File: config.mk
export PLATFORM = sky130hd
export DESIGN_NAME = stream_fork_buffer
export DESIGN_NICKNAME = d
export VERILOG_FILES = /design/src/rtl/tytra_stream_pkg.sv /design/src/rtl/stream_fork_ctrl.sv /design/src/rtl/stream_fork_buffer.sv
export SDC_FILE = /design/constraint.sdc
export NUM_CORES = 2
export LEC_CHECK = 0
export BUFFER_PORTS_ARGS = -buffer_cell sky130_fd_sc_hd__buf_4
export CAP_MARGIN = 40
export CORE_MARGIN = 4
export CORE_UTILIZATION = 30
export CTS_CLUSTER_DIAMETER = 50
export DETAILED_ROUTE_END_ITERATION = 8
export GPL_TIMING_DRIVEN = 0
export PLACE_DENSITY = 0.47
export SLEW_MARGIN = 10
export SYNTH_ARGS = -nofsm -noshare
export SYNTH_HDL_FRONTEND = slang
export SYNTH_HIERARCHICAL = 1
export SYNTH_SLANG_ARGS = --single-unit
export TNS_END_PERCENT = 10
File: constraint.sdc
create_clock -name clk -period 10.75 [get_ports clk]
set_clock_uncertainty 0.15 [all_clocks]
set_input_delay 1.6125 -clock clk [delete_from_list [all_inputs] [get_ports clk]]
set_output_delay 1.6125 -clock clk [all_outputs]
set_load 0.005 [all_outputs]
File: src/rtl/tytra_stream_pkg.sv
// Shared types and helpers for the tytra stream buffers (stream_fork_buffer and its fork control).
package tytra_stream_pkg;

  localparam int unsigned DefaultDataW = 34;

  typedef enum logic [1:0] {
    StPrime,
    StRun,
    StDrain
  } state_e;

  // Bits needed to index value distinct items; clog2(1) = 0.
  function automatic int unsigned clog2(input int unsigned value);
    int unsigned res;
    longint unsigned span;
    res  = 0;
    span = 1;
    while (span < longint'(value)) begin
      span = span << 1;
      res++;
    end
    return res;
  endfunction

endpackage

File: src/rtl/stream_fork_ctrl.sv
// Output fork for stream_fork_buffer: per-consumer valid generation and the pop decision.
// STREAM_FORK_EAGER_EN selects the eager fork with served flags; otherwise the lazy ready-AND fork.
module stream_fork_ctrl #(
  parameter int unsigned NCONS = 2
) (
`ifdef STREAM_FORK_EAGER_EN
  input  logic             clk,
  input  logic             rst,
`endif
  input  logic             offer,
  input  logic             nonempty,
  input  logic [NCONS-1:0] oready,
  output logic [NCONS-1:0] ovalid,
  output logic             pop
);

  logic active;
  assign active = offer & nonempty;

`ifdef STREAM_FORK_EAGER_EN
  logic [NCONS-1:0] served_q, served_d, hs;

  // A consumer that already took the head stays quiet until the entry retires.
  always_comb begin
    ovalid   = {NCONS{active}} & ~served_q;
    hs       = ovalid & oready;
    pop      = active & (&(served_q | hs));
    served_d = pop ? '0 : (served_q | hs);
  end

  always_ff @(posedge clk or negedge rst) begin
    if (!rst) begin
      served_q <= '0;
    end else begin
      served_q <= served_d;
    end
  end
`else
  always_comb begin
    ovalid = '0;
    for (int unsigned i = 0; i < NCONS; i++) begin
      ovalid[i] = active;
      for (int unsigned j = 0; j < NCONS; j++) begin
        if (j != i) begin
          ovalid[i] = ovalid[i] & oready[j];
        end
      end
    end
    pop = active & (&oready);
  end
`endif

endmodule

File: src/rtl/stream_fork_buffer.sv
// Elastic NCH-lane stream buffer with priming threshold, drain-on-last and an NCONS-way fork.
// Fork style chosen by STREAM_FORK_EAGER_EN (see stream_fork_ctrl).
module stream_fork_buffer
  import tytra_stream_pkg::*;
#(
  parameter int unsigned DATAW = DefaultDataW,
  parameter int unsigned NCH   = 2,
  parameter int unsigned DEPTH = 23,
  parameter int unsigned PRIME = 22,
  parameter int unsigned NCONS = 2
) (
  input  logic                         clk,
  input  logic                         rst,
  input  logic [NCH*DATAW-1:0]         in,
  input  logic                         ivalid,
  input  logic                         ilast,
  output logic                         iready,
  output logic [NCH*DATAW-1:0]         out,
  output logic [NCONS-1:0]             ovalid,
  input  logic [NCONS-1:0]             oready,
  output logic                         olast,
  output logic [clog2(DEPTH+1)-1:0]    count
);

  localparam int unsigned CW = clog2(DEPTH + 1);
  localparam int unsigned PW = clog2(DEPTH);
  localparam int unsigned EW = NCH * DATAW;
  localparam logic [PW-1:0] LastSlot   = PW'(DEPTH - 1);
  localparam logic [CW-1:0] FullCount  = CW'(DEPTH);
  localparam logic [CW-1:0] PrimeCount = CW'(PRIME);

  logic [EW-1:0]    mem [DEPTH];
  logic [DEPTH-1:0] last_mem;
  logic [PW-1:0]    wptr_q, rptr_q;
  logic [CW-1:0]    count_q, count_d;
  logic [CW-1:0]    lcnt_q, lcnt_d;  // stored entries carrying last
  state_e           state_q;
  logic             push, pop, head_last, offer, nonempty;

  assign iready    = rst & (count_q < FullCount);
  assign push      = ivalid & iready;
  assign nonempty  = count_q != '0;
  assign offer     = state_q != StPrime;
  assign out       = mem[rptr_q];
  assign head_last = last_mem[rptr_q];
  assign olast     = head_last & nonempty;
  assign count     = count_q;

  always_comb begin
    count_d = count_q;
    if (push && !pop) begin
      count_d = count_q + 1'b1;
    end else if (!push && pop) begin
      count_d = count_q - 1'b1;
    end
    lcnt_d = lcnt_q;
    if ((push && ilast) && !(pop && head_last)) begin
      lcnt_d = lcnt_q + 1'b1;
    end else if (!(push && ilast) && (pop && head_last)) begin
      lcnt_d = lcnt_q - 1'b1;
    end
  end

  // Storage has no reset; occupancy alone decides what is meaningful.
  always_ff @(posedge clk) begin
    if (push) begin
      mem[wptr_q]      <= in;
      last_mem[wptr_q] <= ilast;
    end
  end

  always_ff @(posedge clk or negedge rst) begin
    if (!rst) begin
      wptr_q  <= '0;
      rptr_q  <= '0;
      count_q <= '0;
      lcnt_q  <= '0;
    end else begin
      if (push) begin
        wptr_q <= (wptr_q == LastSlot) ? '0 : wptr_q + 1'b1;
      end
      if (pop) begin
        rptr_q <= (rptr_q == LastSlot) ? '0 : rptr_q + 1'b1;
      end
      count_q <= count_d;
      lcnt_q  <= lcnt_d;
    end
  end

  // Decisions use next-cycle occupancy so the push that meets the threshold opens the output.
  always_ff @(posedge clk or negedge rst) begin
    if (!rst) begin
      state_q <= StPrime;
    end else begin
      unique case (state_q)
        StPrime: begin
          if (lcnt_d != '0) begin
            state_q <= StDrain;
          end else if (count_d != '0 && count_d >= PrimeCount) begin
            state_q <= StRun;
          end
        end
        StRun: begin
          if (lcnt_d != '0) begin
            state_q <= StDrain;
          end
        end
        StDrain: begin
          if (pop && head_last) begin
            state_q <= StPrime;
          end
        end
        default: state_q <= StPrime;
      endcase
    end
  end

  stream_fork_ctrl #(
    .NCONS (NCONS)
  ) u_fork (
`ifdef STREAM_FORK_EAGER_EN
    .clk      (clk),
    .rst      (rst),
`endif
    .offer    (offer),
    .nonempty (nonempty),
    .oready   (oready),
    .ovalid   (ovalid),
    .pop      (pop)
  );

endmodule

==> run summary <==
Number of iterations in the first detailed-routing pass = 5
CTS Root Cell = clkbuf_16
Final Max Slew Viols = 0
Finished Core Util = 36.78%
Io pins = 151
Predominant post-synthesis flop cell = edfxtp_1
Final setup vio count = 0
Vias = 29983
Nets = 3416
Post-route cell area = 75240 sq um
Post-DRT Antenna Nets = 0
Routed WL per cell = 27.16 um
Hold WC Path Type = register to register
MaxCap Viol Count = 0
Post-Route WL = 167.7 mm
Hold buffers post-CTS = 0
Hold violation count in the final report = 0
Slew @ Worst Pin = 0.9152 ns
Final setup margin = 3.434 ns
RSZ-0062 raised after global routing = false
CP arrival = 5.55 ns
Gate Count Post-Synth = 2737
Yosys reg bits = 1609
Clk_lat worst skew = 0.79 ns
Via/cell ratio = 4.855
Vias in the first global route = 31485
Core Region = 204600 sq um
Layout cells sized above 1 = 32.53%
Pre-CTS setup slack = 4.192 ns
First-pass GRT wire length = 240.4 mm
Port Buffer Count = 150
Asr flop ratio synth = 1.367%
Tmin final = 7.316 ns
Area added between synthesis and finish = 21.97%
Dpl cells = 5828
Initial antenna violation count = 9
Placer congestion estimate = 0.7039
YS warnings = 6
CP Class = register to primary output
Synth Area per Inst = 22.54 sq um
GR Util All Layers = 15.83%
Status = finished, final reports clean
Tcrit/Tclk final = 68.06%
CTS tree = yes
Crit start category = register
Initial core utilization = 30.15%
Worst Path Required = 8.99 ns
H-tree Lvls = 4
Die X = 461.5 um
Die span in y = 461.5 um
Std-Cell Rows = 166
Resized Gates After CTS = 0
Peak VDD IR = 0.1259 mV
CTS Buf Count = 186
Mapped Nets = 2821
Post-synth EDFFs = 1587
Filler instances = 18565
Maximum clock frequency = 136.7 MHz
Mapped Area = 61690 sq um
Drt drc = 0
DIE AREA = 212900 sq um
Netlist cell types = 53
Post-DP HPWL = 114.2 mm
Clock sink count = 1609
GRT overflow = 0
Post-CTS Setup Inserts = 0
Slew margin rel. = 38.83%
Max clock buf depth = 3
Leak pwr = 24.14 nW
Crit-path max FO = 10
Multi-input logic area = 12980 sq um
Power density cells = 252.8 nW/um^2
Worst-path clk slew = 0.06 ns
Post-Place Cell Area = 69340 sq um
Crit end category = primary output
Setup tns final = 0 ns
Sequential element share of the synthesized area = 78.15%
Largest net degree at the start of global routing = 37
Fin cells = 6176
FF/Latch Area = 48210 sq um
Drt initial violations = 2393
==> sequential cells by signal, summed over array words and instances, names as in the netlist <==
register  flops
count         5
wptr_q        5
mem        1564
state_q       2
lcnt_q        5
rptr_q        5
last_mem     23
==> per-stage QoR <==
step	hold slack, ns	power [mW]
final	0.3457	19.02
after CTS	0.3487	19.37
after global routing	0.3907	19.92
after detailed placement	0.3375	13.28
after floorplan	0.3137	10.46
after global placement	0.3368	12.87
==> final timing paths <==
check                          start          end  slack (ns)  depth (start not counted)
hold reg to reg            lcnt_q[4]    lcnt_q[4]        0.35                          1
hold / removal             lcnt_q[4]    lcnt_q[4]        0.35                          1
min in group asynchronous        rst     count[2]        0.58                          1
max in group asynchronous        rst    wptr_q[1]        9.59                          1
setup reg to reg            count[2]  mem[19][31]        6.23                         13
setup / recovery           rptr_q[1]      out[42]        3.43                         11
==> routing by layer <==
| metal | wire length, um | vias up | global-route usage (%) |
|---|---|---|---|
| met5 | 34 | - | 0 |
| met4 | 3581 | 4 | 4.119 |
| met3 | 8620 | 213 | 2.793 |
| met2 | 79490 | 757 | 25.20 |
| met1 | 76020 | 16281 | 22.49 |
| li1 | - | 12728 | - |
==> cells in the mapped netlist, types with 2 or more instances <==
cell type  instances  area, sq um
and3_1             3        18.77
nand3b_1           2        15.01
nand2_1          155        581.8
mux4_2           412         9279
a22o_1             2        17.52
edfxtp_1        1587        47660
xor2_1             5        43.79
buf_1             51        191.4
nor4_1             7        43.79
o22ai_1            2        12.51
nand4_1            4        25.02
nor3_1             5        25.02
ha_1              10        125.1
a31oi_1            3        18.77
nand3_1            6        30.03
o21ai_0           75        375.4
a21oi_1            3        15.01
o21ai_1           69        345.3
xnor2_1            7        61.31
dfrtp_1           22        550.5
inv_1             15        56.30
mux2i_1          139         1391
buf_2             13        65.06
and3_2             2        15.01
nor2_1            18        67.56
clkbuf_1          80        300.3
and2_1             8        50.05
o211ai_1           4        30.03
a211oi_1           2        15.01
a21o_1             2        15.01
mux4_1             2        52.55
==> power by group <==
part	switching, mW	leakage (nW)	internal [mW]
Combinational	3.17	6.76	2.68
Clock	2.57	2.85	3.47
Sequential	0.0638	14.5	7.06
Total	5.81	24.1	13.2
==> critical path, cell delays in order (launching register included) <==
cell      delay, ns
dfrtp_1        0.49
buf_2          0.74
buf_1          0.23
buf_6          0.20
clkbuf_1       0.62
buf_2          0.67
clkbuf_1       0.49
nand2_1        0.10
o21ai_0        0.10
mux2i_1        0.19
o21ai_1        0.62
buf_4          0.23
==> cells by family (layout without fill, tap and decap cells) <==
group	after synthesis	in the layout	synth area share, %
AO/OA/AOI/OAI	171	171	1.517
XOR/XNOR	12	12	0.1704
adder cells (fa/ha/maj)	10	10	0.2028
buffers and inverters	160	909	1.012
flip-flops	1609	1609	78.15
multiplexers	554	554	17.40
other	0	2	0
AND/OR/NAND/NOR	221	221	1.548
==> placed cells by master, fill, tap and decap left out, types with 7 or more instances in the layout <==
| master | Yosys | layout |
|---|---|---|
| edfxtp_1 | 1587 | 1587 |
| clkbuf_16 | 0 | 189 |
| buf_6 | 1 | 64 |
| xnor2_1 | 7 | 7 |
| buf_8 | 0 | 34 |
| and2_4 | 0 | 7 |
| clkinv_2 | 0 | 28 |
| clkinvlp_4 | 0 | 8 |
| inv_1 | 15 | 15 |
| o21ai_0 | 75 | 75 |
| inv_6 | 0 | 13 |
| buf_2 | 13 | 26 |
| clkbuf_1 | 80 | 114 |
| buf_12 | 0 | 29 |
| nor2_4 | 0 | 7 |
| nor2_1 | 18 | 11 |
| dfrtp_1 | 22 | 22 |
| buf_4 | 0 | 253 |
| bufinv_16 | 0 | 9 |
| buf_1 | 51 | 49 |
| mux4_2 | 412 | 412 |
| ha_1 | 10 | 10 |
| o21ai_1 | 69 | 69 |
| buf_16 | 0 | 16 |
| clkinv_1 | 0 | 40 |
| nand2_1 | 155 | 155 |
| mux2i_1 | 139 | 139 |
==> layout make-up <==
type | count | area share (%)
Tap cell | 2688 | 4.470
Antenna cell | 2 | 0.006652
Buffer | 145 | 0.7633
Multi-Input combinational cell | 968 | 17.25
Sequential cell | 1609 | 64.07
Inverter | 15 | 0.07483
Timing Repair Buffer | 407 | 5.583
Clock inverter | 116 | 1.314
Clock buffer | 226 | 6.471
(Power assumes the default switching activity.)
